`config.mk`:
```
export PLATFORM = sky130hd
export DESIGN_NAME = dmem_arbiter_flat
export DESIGN_NICKNAME = d
export VERILOG_FILES = /design/src/rtl/dmem_arbiter_if.sv /design/src/rtl/dmem_arbiter.sv /design/src/flat_wrapper.sv
export SDC_FILE = /design/constraint.sdc
export NUM_CORES = 1
export LEC_CHECK = 0
export BUFFER_PORTS_ARGS = -buffer_cell sky130_fd_sc_hd__buf_2
export CAP_MARGIN = 20
export CORE_AREA = 2 2 118 120
export CTS_CLUSTER_SIZE = 28
export DETAILED_ROUTE_END_ITERATION = 10
export DIE_AREA = 0 0 120 122
export GPL_TIMING_DRIVEN = 1
export PLACE_DENSITY = 0.74
export SYNTH_ARGS = -nofsm -noshare
export SYNTH_HDL_FRONTEND = slang
export SYNTH_SLANG_ARGS = --single-unit
```
`constraint.sdc`:
```
create_clock -name clk -period 2.6 [get_ports clk]
set_input_delay 0.26 -clock clk [delete_from_list [all_inputs] [get_ports clk]]
set_output_delay 0.26 -clock clk [all_outputs]
set_load 0.1 [all_outputs]
```
`src/rtl/dmem_arbiter_if.sv`:
```
// Bundle of both requester ports and the data memory port around dmem_arbiter.
// Latency: none; wires only. The slave modport is the arbiter's view.
// Backpressure: req is held until gnt; read data returns one cycle after gnt.
interface dmem_arbiter_if #(
  parameter int ADDR_WIDTH = 32,
  parameter int DATA_WIDTH = 32
);
  // requester 0 (core load/store unit)
  logic                  m0_req;
  logic                  m0_we;
  logic [ADDR_WIDTH-1:0] m0_addr;
  logic [DATA_WIDTH-1:0] m0_wdata;
  logic                  m0_gnt;
  logic                  m0_rvalid;
  logic [DATA_WIDTH-1:0] m0_rdata;
  // requester 1 (DMA / debug)
  logic                  m1_req;
  logic                  m1_we;
  logic [ADDR_WIDTH-1:0] m1_addr;
  logic [DATA_WIDTH-1:0] m1_wdata;
  logic                  m1_gnt;
  logic                  m1_rvalid;
  logic [DATA_WIDTH-1:0] m1_rdata;
  // single-port data memory
  logic                  mem_we;
  logic [ADDR_WIDTH-1:0] mem_addr;
  logic [DATA_WIDTH-1:0] mem_wdata;
  logic [DATA_WIDTH-1:0] mem_rd;

  modport slave (
    input  m0_req, m0_we, m0_addr, m0_wdata,
    output m0_gnt, m0_rvalid, m0_rdata,
    input  m1_req, m1_we, m1_addr, m1_wdata,
    output m1_gnt, m1_rvalid, m1_rdata,
    output mem_we, mem_addr, mem_wdata,
    input  mem_rd
  );

  modport master (
    output m0_req, m0_we, m0_addr, m0_wdata,
    input  m0_gnt, m0_rvalid, m0_rdata,
    output m1_req, m1_we, m1_addr, m1_wdata,
    input  m1_gnt, m1_rvalid, m1_rdata,
    input  mem_we, mem_addr, mem_wdata,
    output mem_rd
  );
endinterface

```
`src/rtl/dmem_arbiter.sv`:
```
// Two-requester arbiter/sequencer for the single-port data memory (DMEM_ARB_RR_EN: round-robin, else m0 fixed priority).
// Latency: gnt and write same cycle; read data/rvalid one cycle after gnt, next grant one cycle later.
// Backpressure: requesters hold req until gnt; no grants while a read is in flight.
module dmem_arbiter #(
  parameter int ADDR_WIDTH = 32,
  parameter int DATA_WIDTH = 32
) (
  input logic            clk,
  input logic            rst_n,
  dmem_arbiter_if.slave  bus
);

  typedef enum logic {IDLE, RD_WAIT} state_t;

  state_t                state_q, state_d;
  logic                  owner_q;
  logic [ADDR_WIDTH-1:0] addr_q;
  logic [DATA_WIDTH-1:0] wdata_q;
  logic [DATA_WIDTH-1:0] m0_rdata_q, m1_rdata_q;

  logic                  gnt0, gnt1, any_gnt;
  logic                  win_we;
  logic [ADDR_WIDTH-1:0] win_addr;
  logic [DATA_WIDTH-1:0] win_wdata;
  logic                  rvalid0, rvalid1;

`ifdef DMEM_ARB_RR_EN
  // Port favoured on contention: 0 = m0, 1 = m1.
  logic                  prio_q;
`endif

  // Grant selection: only in IDLE, lone requester always wins, contention per policy.
  always_comb begin
    gnt0 = 1'b0;
    gnt1 = 1'b0;
    if (rst_n && state_q == IDLE) begin
      if (bus.m0_req && bus.m1_req) begin
`ifdef DMEM_ARB_RR_EN
        gnt0 = ~prio_q;
        gnt1 = prio_q;
`else
        gnt0 = 1'b1;
`endif
      end else begin
        gnt0 = bus.m0_req;
        gnt1 = bus.m1_req;
      end
    end
  end

  // Winner mux and FSM next state: a granted read parks the FSM for one cycle.
  always_comb begin
    any_gnt   = gnt0 | gnt1;
    win_we    = gnt1 ? bus.m1_we    : bus.m0_we;
    win_addr  = gnt1 ? bus.m1_addr  : bus.m0_addr;
    win_wdata = gnt1 ? bus.m1_wdata : bus.m0_wdata;
    state_d   = state_q;
    case (state_q)
      IDLE:    if (any_gnt && !win_we) state_d = RD_WAIT;
      RD_WAIT: state_d = IDLE;
      default: state_d = IDLE;
    endcase
  end

  // Output drive: memory port follows the winner, otherwise holds last access.
  always_comb begin
    rvalid0       = (state_q == RD_WAIT) && !owner_q;
    rvalid1       = (state_q == RD_WAIT) &&  owner_q;
    bus.m0_gnt    = gnt0;
    bus.m1_gnt    = gnt1;
    bus.m0_rvalid = rvalid0;
    bus.m1_rvalid = rvalid1;
    bus.m0_rdata  = rvalid0 ? bus.mem_rd : m0_rdata_q;
    bus.m1_rdata  = rvalid1 ? bus.mem_rd : m1_rdata_q;
    bus.mem_we    = any_gnt & win_we;
    bus.mem_addr  = any_gnt ? win_addr  : addr_q;
    bus.mem_wdata = any_gnt ? win_wdata : wdata_q;
  end

  // State, read owner, held memory port and held read data.
  always_ff @(posedge clk or negedge rst_n) begin
    if (!rst_n) begin
      state_q    <= IDLE;
      owner_q    <= 1'b0;
      addr_q     <= '0;
      wdata_q    <= '0;
      m0_rdata_q <= '0;
      m1_rdata_q <= '0;
    end else begin
      state_q <= state_d;
      if (any_gnt) begin
        addr_q  <= win_addr;
        wdata_q <= win_wdata;
        if (!win_we) owner_q <= gnt1;
      end
      if (rvalid0) m0_rdata_q <= bus.mem_rd;
      if (rvalid1) m1_rdata_q <= bus.mem_rd;
    end
  end

`ifdef DMEM_ARB_RR_EN
  // Round-robin pointer: after any grant the other port gets priority.
  always_ff @(posedge clk or negedge rst_n) begin
    if (!rst_n) begin
      prio_q <= 1'b0;
    end else if (any_gnt) begin
      prio_q <= ~gnt1;
    end
  end
`endif

endmodule

```
`src/flat_wrapper.sv`:
```
// flat-port wrapper written by rule: the top's interface ports become plain ports
module dmem_arbiter_flat 
#(
  parameter int ADDR_WIDTH = 32,
  parameter int DATA_WIDTH = 32
)
  (clk, rst_n, bus_m0_req, bus_m0_we, bus_m0_addr, bus_m0_wdata, bus_m0_gnt, bus_m0_rvalid, bus_m0_rdata, bus_m1_req, bus_m1_we, bus_m1_addr, bus_m1_wdata, bus_m1_gnt, bus_m1_rvalid, bus_m1_rdata, bus_mem_we, bus_mem_addr, bus_mem_wdata, bus_mem_rd);
  dmem_arbiter_if #(.ADDR_WIDTH(ADDR_WIDTH), .DATA_WIDTH(DATA_WIDTH)) bus_i ();
  input logic clk;
  input logic rst_n;
  input wire logic [$bits(bus_i.m0_req)-1:0] bus_m0_req;
  input wire logic [$bits(bus_i.m0_we)-1:0] bus_m0_we;
  input wire logic [$bits(bus_i.m0_addr)-1:0] bus_m0_addr;
  input wire logic [$bits(bus_i.m0_wdata)-1:0] bus_m0_wdata;
  output wire logic [$bits(bus_i.m0_gnt)-1:0] bus_m0_gnt;
  output wire logic [$bits(bus_i.m0_rvalid)-1:0] bus_m0_rvalid;
  output wire logic [$bits(bus_i.m0_rdata)-1:0] bus_m0_rdata;
  input wire logic [$bits(bus_i.m1_req)-1:0] bus_m1_req;
  input wire logic [$bits(bus_i.m1_we)-1:0] bus_m1_we;
  input wire logic [$bits(bus_i.m1_addr)-1:0] bus_m1_addr;
  input wire logic [$bits(bus_i.m1_wdata)-1:0] bus_m1_wdata;
  output wire logic [$bits(bus_i.m1_gnt)-1:0] bus_m1_gnt;
  output wire logic [$bits(bus_i.m1_rvalid)-1:0] bus_m1_rvalid;
  output wire logic [$bits(bus_i.m1_rdata)-1:0] bus_m1_rdata;
  output wire logic [$bits(bus_i.mem_we)-1:0] bus_mem_we;
  output wire logic [$bits(bus_i.mem_addr)-1:0] bus_mem_addr;
  output wire logic [$bits(bus_i.mem_wdata)-1:0] bus_mem_wdata;
  input wire logic [$bits(bus_i.mem_rd)-1:0] bus_mem_rd;
  assign bus_i.m0_req = bus_m0_req;
  assign bus_i.m0_we = bus_m0_we;
  assign bus_i.m0_addr = bus_m0_addr;
  assign bus_i.m0_wdata = bus_m0_wdata;
  assign bus_m0_gnt = bus_i.m0_gnt;
  assign bus_m0_rvalid = bus_i.m0_rvalid;
  assign bus_m0_rdata = bus_i.m0_rdata;
  assign bus_i.m1_req = bus_m1_req;
  assign bus_i.m1_we = bus_m1_we;
  assign bus_i.m1_addr = bus_m1_addr;
  assign bus_i.m1_wdata = bus_m1_wdata;
  assign bus_m1_gnt = bus_i.m1_gnt;
  assign bus_m1_rvalid = bus_i.m1_rvalid;
  assign bus_m1_rdata = bus_i.m1_rdata;
  assign bus_mem_we = bus_i.mem_we;
  assign bus_mem_addr = bus_i.mem_addr;
  assign bus_mem_wdata = bus_i.mem_wdata;
  assign bus_i.mem_rd = bus_mem_rd;
  dmem_arbiter #(.ADDR_WIDTH(ADDR_WIDTH), .DATA_WIDTH(DATA_WIDTH)) u_core (.clk(clk), .rst_n(rst_n), .bus(bus_i));
endmodule
```
==> results_dict.tcl, run 1 <==
set metrics [dict create \
    min_path_type "primary input to async pin" \
    vias 4372 \
    met3_usage 0.102 \
    viasPerCell 5.07 \
    clock-sinks 130 \
    slowest_stage "buf_2" \
    dpl.hpwl_um 12300 \
    wl_um 16300 \
    crit_type "register to output pin" \
    holdWs_ns 0.000978 \
    grt.busiest_layer "met2" \
    setup_slack_ns 0.185 \
    fin_crit_sh 0.929 \
    cts_buffers 17 \
    setup_viol 0 \
    detail_route.wl_per_cell_um 18.9 \
    synth_top_area_frac 0.590 \
    path_clk_slew_ns 0.06 \
    clk_latency_ns 0.41 \
    overflow 0 \
    cp_cell_sequence "nand4bb_4, buf_4, a22o_1, mux2_2, buf_2" \
    syn_inst 365 \
    multi_input_area_sq_um 2110 \
    ys_ff_latch 130 \
    max_stage_delay_ns 0.42 \
    final_layout_size_suffix_gt1_frac 0.698 \
    syn_nets 531 \
    num-fill-cells 1003 \
    p_per_area_nw_per_um2 1420 \
    use_met1 0.233 \
    r2r-start "u_core.state_q$_DFF_PN0_" \
    drc 0 \
    cts_tree "built" \
    finalPower_mw 12.5 \
    fmax_mhz 414 \
    r2r_end "u_core.wdata_q[6]$_DFF_PN0_" \
    regArea_sq_um 3250 \
    end_kind "output pin" \
    htreeDepth 4 \
    slew_headroom 0.603 \
    yosysSeqAreaShare 0.590 \
    cap_violations 0 \
    place_congestion 0.754 \
    pre_cts_ws_ns 0.573 \
    cp_max_fo 39 \
    die_y_um 122 \
    hold_violations 0 \
    crit_arrival_ns 2.16 \
    cts_buffer_depth 2 \
    row_count 43 \
    port_buffers 298 \
    syn2layout_area_growth_pct 59.6 \
    ios 299 \
    coreArea_sq_um 13500 \
    r2r_cells 4 \
    p_leak_nw 4.31 \
    cp_data_required_time_ns 2.34 \
    status "complete, no violations" \
    syn_area_per_cell_sq_um 15.1 \
    antenna_found_initial 2 \
    fin_nets 834 \
    drtIter0Drc 185 \
    period_needed_ns 2.42 \
    grt_pass1_wl_um 25000 \
    tns_ns 0 \
    yosysUniqueCellTypes 16 \
    cts_setup_buffers 0 \
    syn_area_sq_um 5520 \
    first_pass_iters 5 \
    ant_nets 0 \
    ctsHoldBuffers 0 \
    grt_use_met2 0.392 \
    skew_ns 0.00500 \
    yosysWarnings 0 \
    clock-root-buffer "clkbuf_16" \
    grt_max_degree 47 \
    start_kind "register" \
    start_util 0.408 \
    peakVddDrop_mv 1.30 \
    dieWidth_um 120 \
    final-max-slew-violation-count 0 \
    ff2ff_setup_slack_ns 1.06 \
    cts_resized 0 \
    worst-slew-pin-transition_ns 0.595 \
    yosys-top-cells-area "dfrtp_1, mux2_2, a22o_1, buf_2, buf_6" \
    yosys.area.top_type "dfrtp_1" \
    grt_use_total 0.225 \
    rsz0062_at_grt "false" \
    die-area_sq_um 14600 \
    grt_pass1_vias 4796 \
]
-- worst max-delay path, delay by kind of cell, from the launching register on --
kind            cells  cell delay (ns)
compound gates      1             0.21
flops               1             0.39
buf+inv             2             0.80
simple gates        1             0.15
mux                 1             0.16
-- cell type report --
class / count / share of cell area
diodes: 1 / 0.000284
clock buffers: 19 / 0.0515
clock inverters: 13 / 0.0155
inverters: 4 / 0.00171
multi-input cells: 204 / 0.240
flip-flops and latches: 130 / 0.370
well taps: 180 / 0.0256
repair buffers: 311 / 0.296
-- flip-flops by register name, indices dropped and copies added, names as in the netlist --
register and cells:
u_core.addr_q 32, u_core.m0_rdata_q 32, u_core.m1_rdata_q 32, u_core.wdata_q 32, u_core.owner_q 1, u_core.state_q 1
-- metal layers --
| metal | part of all wire | vias to the layer above |
|---|---|---|
| li1 | - | 1967 |
| met1 | 0.35 | 2156 |
| met2 | 0.51 | 211 |
| met3 | 0.11 | 36 |
| met4 | 0.027 | 2 |
| met5 | 0.00061 | - |
-- logic make-up after synthesis --
group | synth area share
compound gates | 0.106
buf+inv | 0.0295
flops | 0.590
mux | 0.261
simple gates | 0.0132
-- worst max-delay path by stage --
stage / startpoint / slack, ns / cells after the start / endpoint
after floorplan: u_core.state_q$_DFF_PN0_ / 0.20 / 5 / bus_mem_we
after global placement: bus_m1_req / 0.63 / 6 / bus_mem_wdata[27]
after detailed placement: bus_m1_req / 0.57 / 6 / bus_mem_wdata[28]
after CTS: u_core.state_q$_DFF_PN0_ / 0.17 / 5 / bus_mem_wdata[28]
after global routing: u_core.state_q$_DFF_PN0_ / 0.09 / 5 / bus_mem_wdata[28]
final: u_core.state_q$_DFF_PN0_ / 0.18 / 5 / bus_mem_wdata[28]
-- stage by stage --
step / area (sq um) / std cells / util
CTS: 8800 / 861 / 0.652
global placement: 8210 / 829 / 0.608
global route: 8800 / 862 / 0.652
floorplan: 5520 / 365 / -
finish: 8800 / 862 / 0.652
detailed placement: 8210 / 829 / 0.608
-- cell usage in the layout (no fill, tap or decap), drive strengths merged --
| master | n |
|---|---|
| nand2b | 2 |
| o22ai | 1 |
| a22o | 65 |
| dfrtp | 130 |
| bufinv | 2 |
| nand3b | 1 |
| clkbuf | 19 |
| nor2 | 2 |
| nand4bb | 1 |
| clkinvlp | 4 |
| inv | 4 |
| clkinv | 7 |
| nand2 | 1 |
| o21ai | 2 |
| diode | 1 |
| nor2b | 1 |
| mux2 | 128 |
| buf | 311 |
-- power breakdown --
part | switching [mW] | total, mW | internal (mW)
Sequential | 0.153 | 2.73 | 2.58
Clock | 0.886 | 2.34 | 1.46
Combinational | 5.27 | 7.46 | 2.19
-- cells in the mapped netlist, drive strengths merged --
| cell | number |
|---|---|
| a22o | 65 |
| nor2 | 2 |
| o22ai | 1 |
| o21ai | 2 |
| inv | 4 |
| mux2 | 128 |
| nand2 | 1 |
| dfrtp | 130 |
| nand3b | 1 |
| nor2b | 1 |
| nand4bb | 1 |
| buf | 22 |
| clkbuf | 5 |
| nand2b | 2 |
No activity file was read; power rests on OpenSTA's default activity.
==> run 2, diff against run 1 <==
--- a/config.mk
+++ b/config.mk
@@ -12,7 +12,7 @@
 export DETAILED_ROUTE_END_ITERATION = 10
 export DIE_AREA = 0 0 120 122
 export GPL_TIMING_DRIVEN = 1
-export PLACE_DENSITY = 0.74
+export PLACE_DENSITY = 0.83
 export SYNTH_ARGS = -nofsm -noshare
 export SYNTH_HDL_FRONTEND = slang
 export SYNTH_SLANG_ARGS = --single-unit
==> results_dict.tcl, run 2 (same netlist as run 1, synthesis figures left out) <==
set metrics [dict create \
    slew_headroom 0.541 \
    crit_type "primary input to output pin" \
    end_kind "output pin" \
    cap_violations 0 \
    final-max-slew-violation-count 0 \
    crit_arrival_ns 2.26 \
    cp_data_required_time_ns 2.34 \
    dpl.hpwl_um 12100 \
    dieWidth_um 120 \
    layout.cells.non_filler 863 \
    cts_buffers 17 \
    drtIter0Drc 173 \
    path_clk_slew_ns 0.06 \
    wl_um 16000 \
    viasPerCell 5.06 \
    start_util 0.408 \
    antenna_found_initial 0 \
    grt_use_total 0.223 \
    status "complete, no violations" \
    rsz0062_at_grt "false" \
    clock-root-buffer "clkbuf_16" \
    min_path_type "primary input to register" \
    clk_latency_ns 0.41 \
    htreeDepth 4 \
    period_needed_ns 2.52 \
    final_layout_size_suffix_gt1_frac 0.697 \
    fin_nets 837 \
    cts_resized 0 \
    ios 299 \
    grt_pass1_wl_um 25000 \
    worst-slew-pin-transition_ns 0.689 \
    p_per_area_nw_per_um2 1420 \
    vias 4365 \
    r2r-start "u_core.state_q$_DFF_PN0_" \
    cp_max_fo 61 \
    setup.worst_path.start "rst_n" \
    first_pass_iters 4 \
    fin_crit_sh 0.970 \
    tns_ns 0 \
    setup_viol 0 \
    overflow 0 \
    grt_pass1_vias 5019 \
    cts_tree "built" \
    grt_max_degree 62 \
    peakVddDrop_mv 1.13 \
    die_y_um 122 \
    place_congestion 0.824 \
    ant_nets 0 \
    final_cell_mix "buf_2, dfrtp_1, mux2_2, buf_12, a22o_1" \
    min_from "bus_m0_we" \
    fmax_mhz 397 \
    antenna_cells 0 \
    num-fill-cells 982 \
    placed_cells 831 \
    coreArea_sq_um 13500 \
    hold_violations 0 \
    clock-sinks 130 \
    p_leak_nw 4.32 \
    port_buffers 298 \
    layout_commonest_cell "buf_2" \
    cts_buffer_depth 2 \
    drc 0 \
    start_kind "primary input" \
    skew_ns 0.00960 \
    syn2layout_area_growth_pct 60.1 \
    row_count 43 \
    die-area_sq_um 14600 \
    detail_route.wl_per_cell_um 18.5 \
]
==> run 2: what timing repair did <==
item                                   in CTS  in global routing
buffers inserted                            0                  0
endpoints found under the hold margin      33                  0
hold buffers                                1                  0
==> run 2: area by class of cell <==
class	instances	area (sq um)	share of cell area
repair buffers	314	2650	0.300
well taps	180	225	0.0255
clock buffers	17	425	0.0482
clock inverters	14	159	0.0180
flip-flops and latches	130	3250	0.368
inverters	4	15.0	0.00170
multi-input cells	204	2110	0.239
==> run 2: path summary, 6_finish.rpt <==
check / to / slack (ns) / depth (start not counted)
min in group asynchronous: u_core.state_q$_DFF_PN0_ / 0.22 / 2
worst max register to register: u_core.wdata_q[16]$_DFF_PN0_ / 0.99 / 4
worst min-delay path: u_core.state_q$_DFF_PN0_ / 0.07 / 2
max in group asynchronous: u_core.wdata_q[25]$_DFF_PN0_ / 1.05 / 4
worst max-delay path: bus_mem_addr[21] / 0.08 / 7
worst min register to register: u_core.wdata_q[22]$_DFF_PN0_ / 0.49 / 1
==> run 2: metrics by stage <==
stage / hold slack, ns / area [sq um] / util / power (mW) / worst slack (ns)
2_1_floorplan: -0.0356 / 5520 / - / 7.91 / 0.204
3_3_place_gp: 0.0867 / 8240 / 0.610 / 10.1 / 0.563
3_5_place_dp: 0.0901 / 8240 / 0.610 / 10.2 / 0.524
4_1_cts: 0.0588 / 8830 / 0.654 / 12.6 / 0.0611
5_1_grt: 0.0655 / 8830 / 0.654 / 12.9 / 0.0000375
6_report: 0.0740 / 8830 / 0.654 / 12.5 / 0.0783
==> run 2: power by group <==
part	total, mW	switching, mW	internal [mW]
clock network	2.33	0.915	1.42
registers	2.74	0.161	2.58
logic	7.46	5.27	2.19
total	12.5	6.35	6.19
==> run 2: worst max-delay path, cell delays in order <==
cell	delay, ns
dlygate4sd3_1	0.54
buf_4	0.18
nand4bb_4	0.16
buf_12	0.28
a22o_1	0.20
mux2_2	0.17
buf_2	0.43
==> run 2: metal layers <==
metal,share of wire,GRT usage,up-vias
li1,-,-,1967
met1,0.35,0.228,2159
met4,0.026,0.102,0
met3,0.098,0.101,32
met5,0,0,-
met2,0.52,0.391,207
==> run 3, diff against run 2 <==
==> constraint.sdc (replaced) <==
create_clock -name clk -period 2.9 [get_ports clk]
set_input_delay 0.29 -clock clk [delete_from_list [all_inputs] [get_ports clk]]
set_output_delay 0.29 -clock clk [all_outputs]
set_load 0.1 [all_outputs]
==> results_dict.tcl, run 3 (same netlist as run 1, synthesis figures left out) <==
set metrics [dict create \
    fmax_mhz 357 \
    wl_um 15100 \
    p_per_area_nw_per_um2 1280 \
    antenna_cells 0 \
    ant_nets 0 \
    clock-root-buffer "clkbuf_16" \
    layout.cells.non_filler 858 \
    dieWidth_um 120 \
    cp_max_fo 37 \
    seq_power_share 0.244 \
    skew_ns 0.00522 \
    first_pass_iters 4 \
    internal-power_mw 4.67 \
    cap_violations 0 \
    die-area_sq_um 14600 \
    clock-sinks 130 \
    r2r-start "u_core.state_q$_DFF_PN0_" \
    ff2ff_setup_slack_ns 1.13 \
    end_kind "output pin" \
    status "complete, no violations" \
    ios 299 \
    clkPwrFrac 0.221 \
    clk_latency_ns 0.40 \
    row_count 43 \
    r2r_cells 4 \
    peakVddDrop_mv 1.00 \
    coreArea_sq_um 13500 \
    final-max-slew-violation-count 0 \
    place_congestion 0.891 \
    grt_use_total 0.204 \
    cts_buffers 17 \
    min_to "u_core.state_q$_DFF_PN0_" \
    path_clk_slew_ns 0.05 \
    slew_headroom 0.518 \
    period_needed_ns 2.80 \
    port_buffers 298 \
    htreeDepth 4 \
    fin_area_sq_um 7850 \
    p_leak_nw 3.96 \
    final_layout_size_suffix_gt1_frac 0.693 \
    die_y_um 122 \
    power_switching_mw 5.38 \
    layout_commonest_cell "buf_2" \
    cp_data_required_time_ns 2.61 \
    switching_share 0.535 \
    min_from "bus_m0_we" \
    fin_crit_sh 0.967 \
    tns_ns 0 \
    r2r_end "u_core.addr_q[7]$_DFF_PN0_" \
    syn2layout_area_growth_pct 42.3 \
    worst-slew-pin-transition_ns 0.724 \
    crit_type "primary input to output pin" \
    drc 0 \
    cts_tree "built" \
    viasPerCell 5.10 \
    overflow 0 \
    dpl.hpwl_um 11100 \
    holdWs_ns 0.118 \
    vias 4372 \
    antenna_found_initial 0 \
    final_cell_mix "buf_2, dfrtp_1, mux2_2, a22o_1, clkbuf_16" \
    setup_viol 0 \
    min_path_type "primary input to register" \
    cts_buffer_depth 2 \
    holdPathStages 2 \
    combPwrFrac 0.535 \
    start_util 0.408 \
    hold_violations 0 \
    fin_nets 833 \
    drtIter0Drc 159 \
    rsz0062_at_grt "false" \
    crit_arrival_ns 2.51 \
    placed_cells 827 \
    grt_pass1_vias 4720 \
    grt_max_degree 57 \
    start_kind "primary input" \
    place_area_sq_um 7210 \
    grt_pass1_wl_um 23100 \
    detail_route.wl_per_cell_um 17.6 \
]
==> run 3: changes by cell type in the layout (fill, tap and decap cells not counted), sizes merged <==
cell | previous run | this run
buf | 313 | 305
bufinv | 2 | 4
clkbuf | 17 | 22
clkinv | 5 | 1
==> run 3: critical path: stages <==
cell	delay, ns
dlygate4sd3_1	0.54
buf_4	0.14
buf_4	0.22
nand4bb_4	0.13
buf_4	0.36
a22o_1	0.20
mux2_2	0.17
buf_2	0.43
==> run 3: routing by layer <==
layer  part of all wire  global-route usage  up-vias
met1               0.36               0.218     2184
met5                  0                   0        -
met2               0.54               0.377      210
li1                   -                   -     1955
met4              0.020              0.0831        0
met3              0.080              0.0613       23
==> run 3: stage by stage <==
step,util,worst slack (ns),total power [mW]
after floorplan,-,0.198,7.09
after global placement,0.534,0.699,7.77
after detailed placement,0.534,0.645,7.86
after CTS,0.580,0.0773,10.1
after global routing,0.581,0.00181,10.4
final,0.581,0.0968,10.0
==> run 3: final cells by class <==
class	count	area, sq um
tap	180	225
sequential	130	3250
clock inverter	12	181
inverter	4	15.0
clock buffer	18	439
fill	1104	5660
multi-input combinational	204	2110
timing repair buffer	310	1630
==> run 3: worst max-delay path by stage <==
stage / end / cells past startpoint / startpoint
floorplan: bus_mem_we / 5 / u_core.state_q$_DFF_PN0_
finish: bus_mem_addr[13] / 8 / rst_n
global placement: bus_mem_addr[7] / 5 / u_core.state_q$_DFF_PN0_
global route: bus_mem_wdata[31] / 8 / rst_n
detailed placement: bus_mem_wdata[4] / 7 / rst_n
CTS: bus_mem_wdata[4] / 8 / rst_n
==> run 3: what timing repair did <==
item                                    in CTS  in global routing
hold buffers                                 1                  0
hold endpoints to repair                    20                  0
buffers inserted                             0                  0
gates resized for setup                      0                  4
endpoints found under the setup margin       0                  4
==> run 3: power by group through the flow <==
stage	combinational, mW	sequential [mW]	clock [mW]
after global routing	5.53	2.49	2.35
after floorplan	4.67	2.42	0
after CTS	5.40	2.45	2.27
after global placement	5.33	2.44	0
after detailed placement	5.38	2.48	0
final	5.38	2.45	2.22
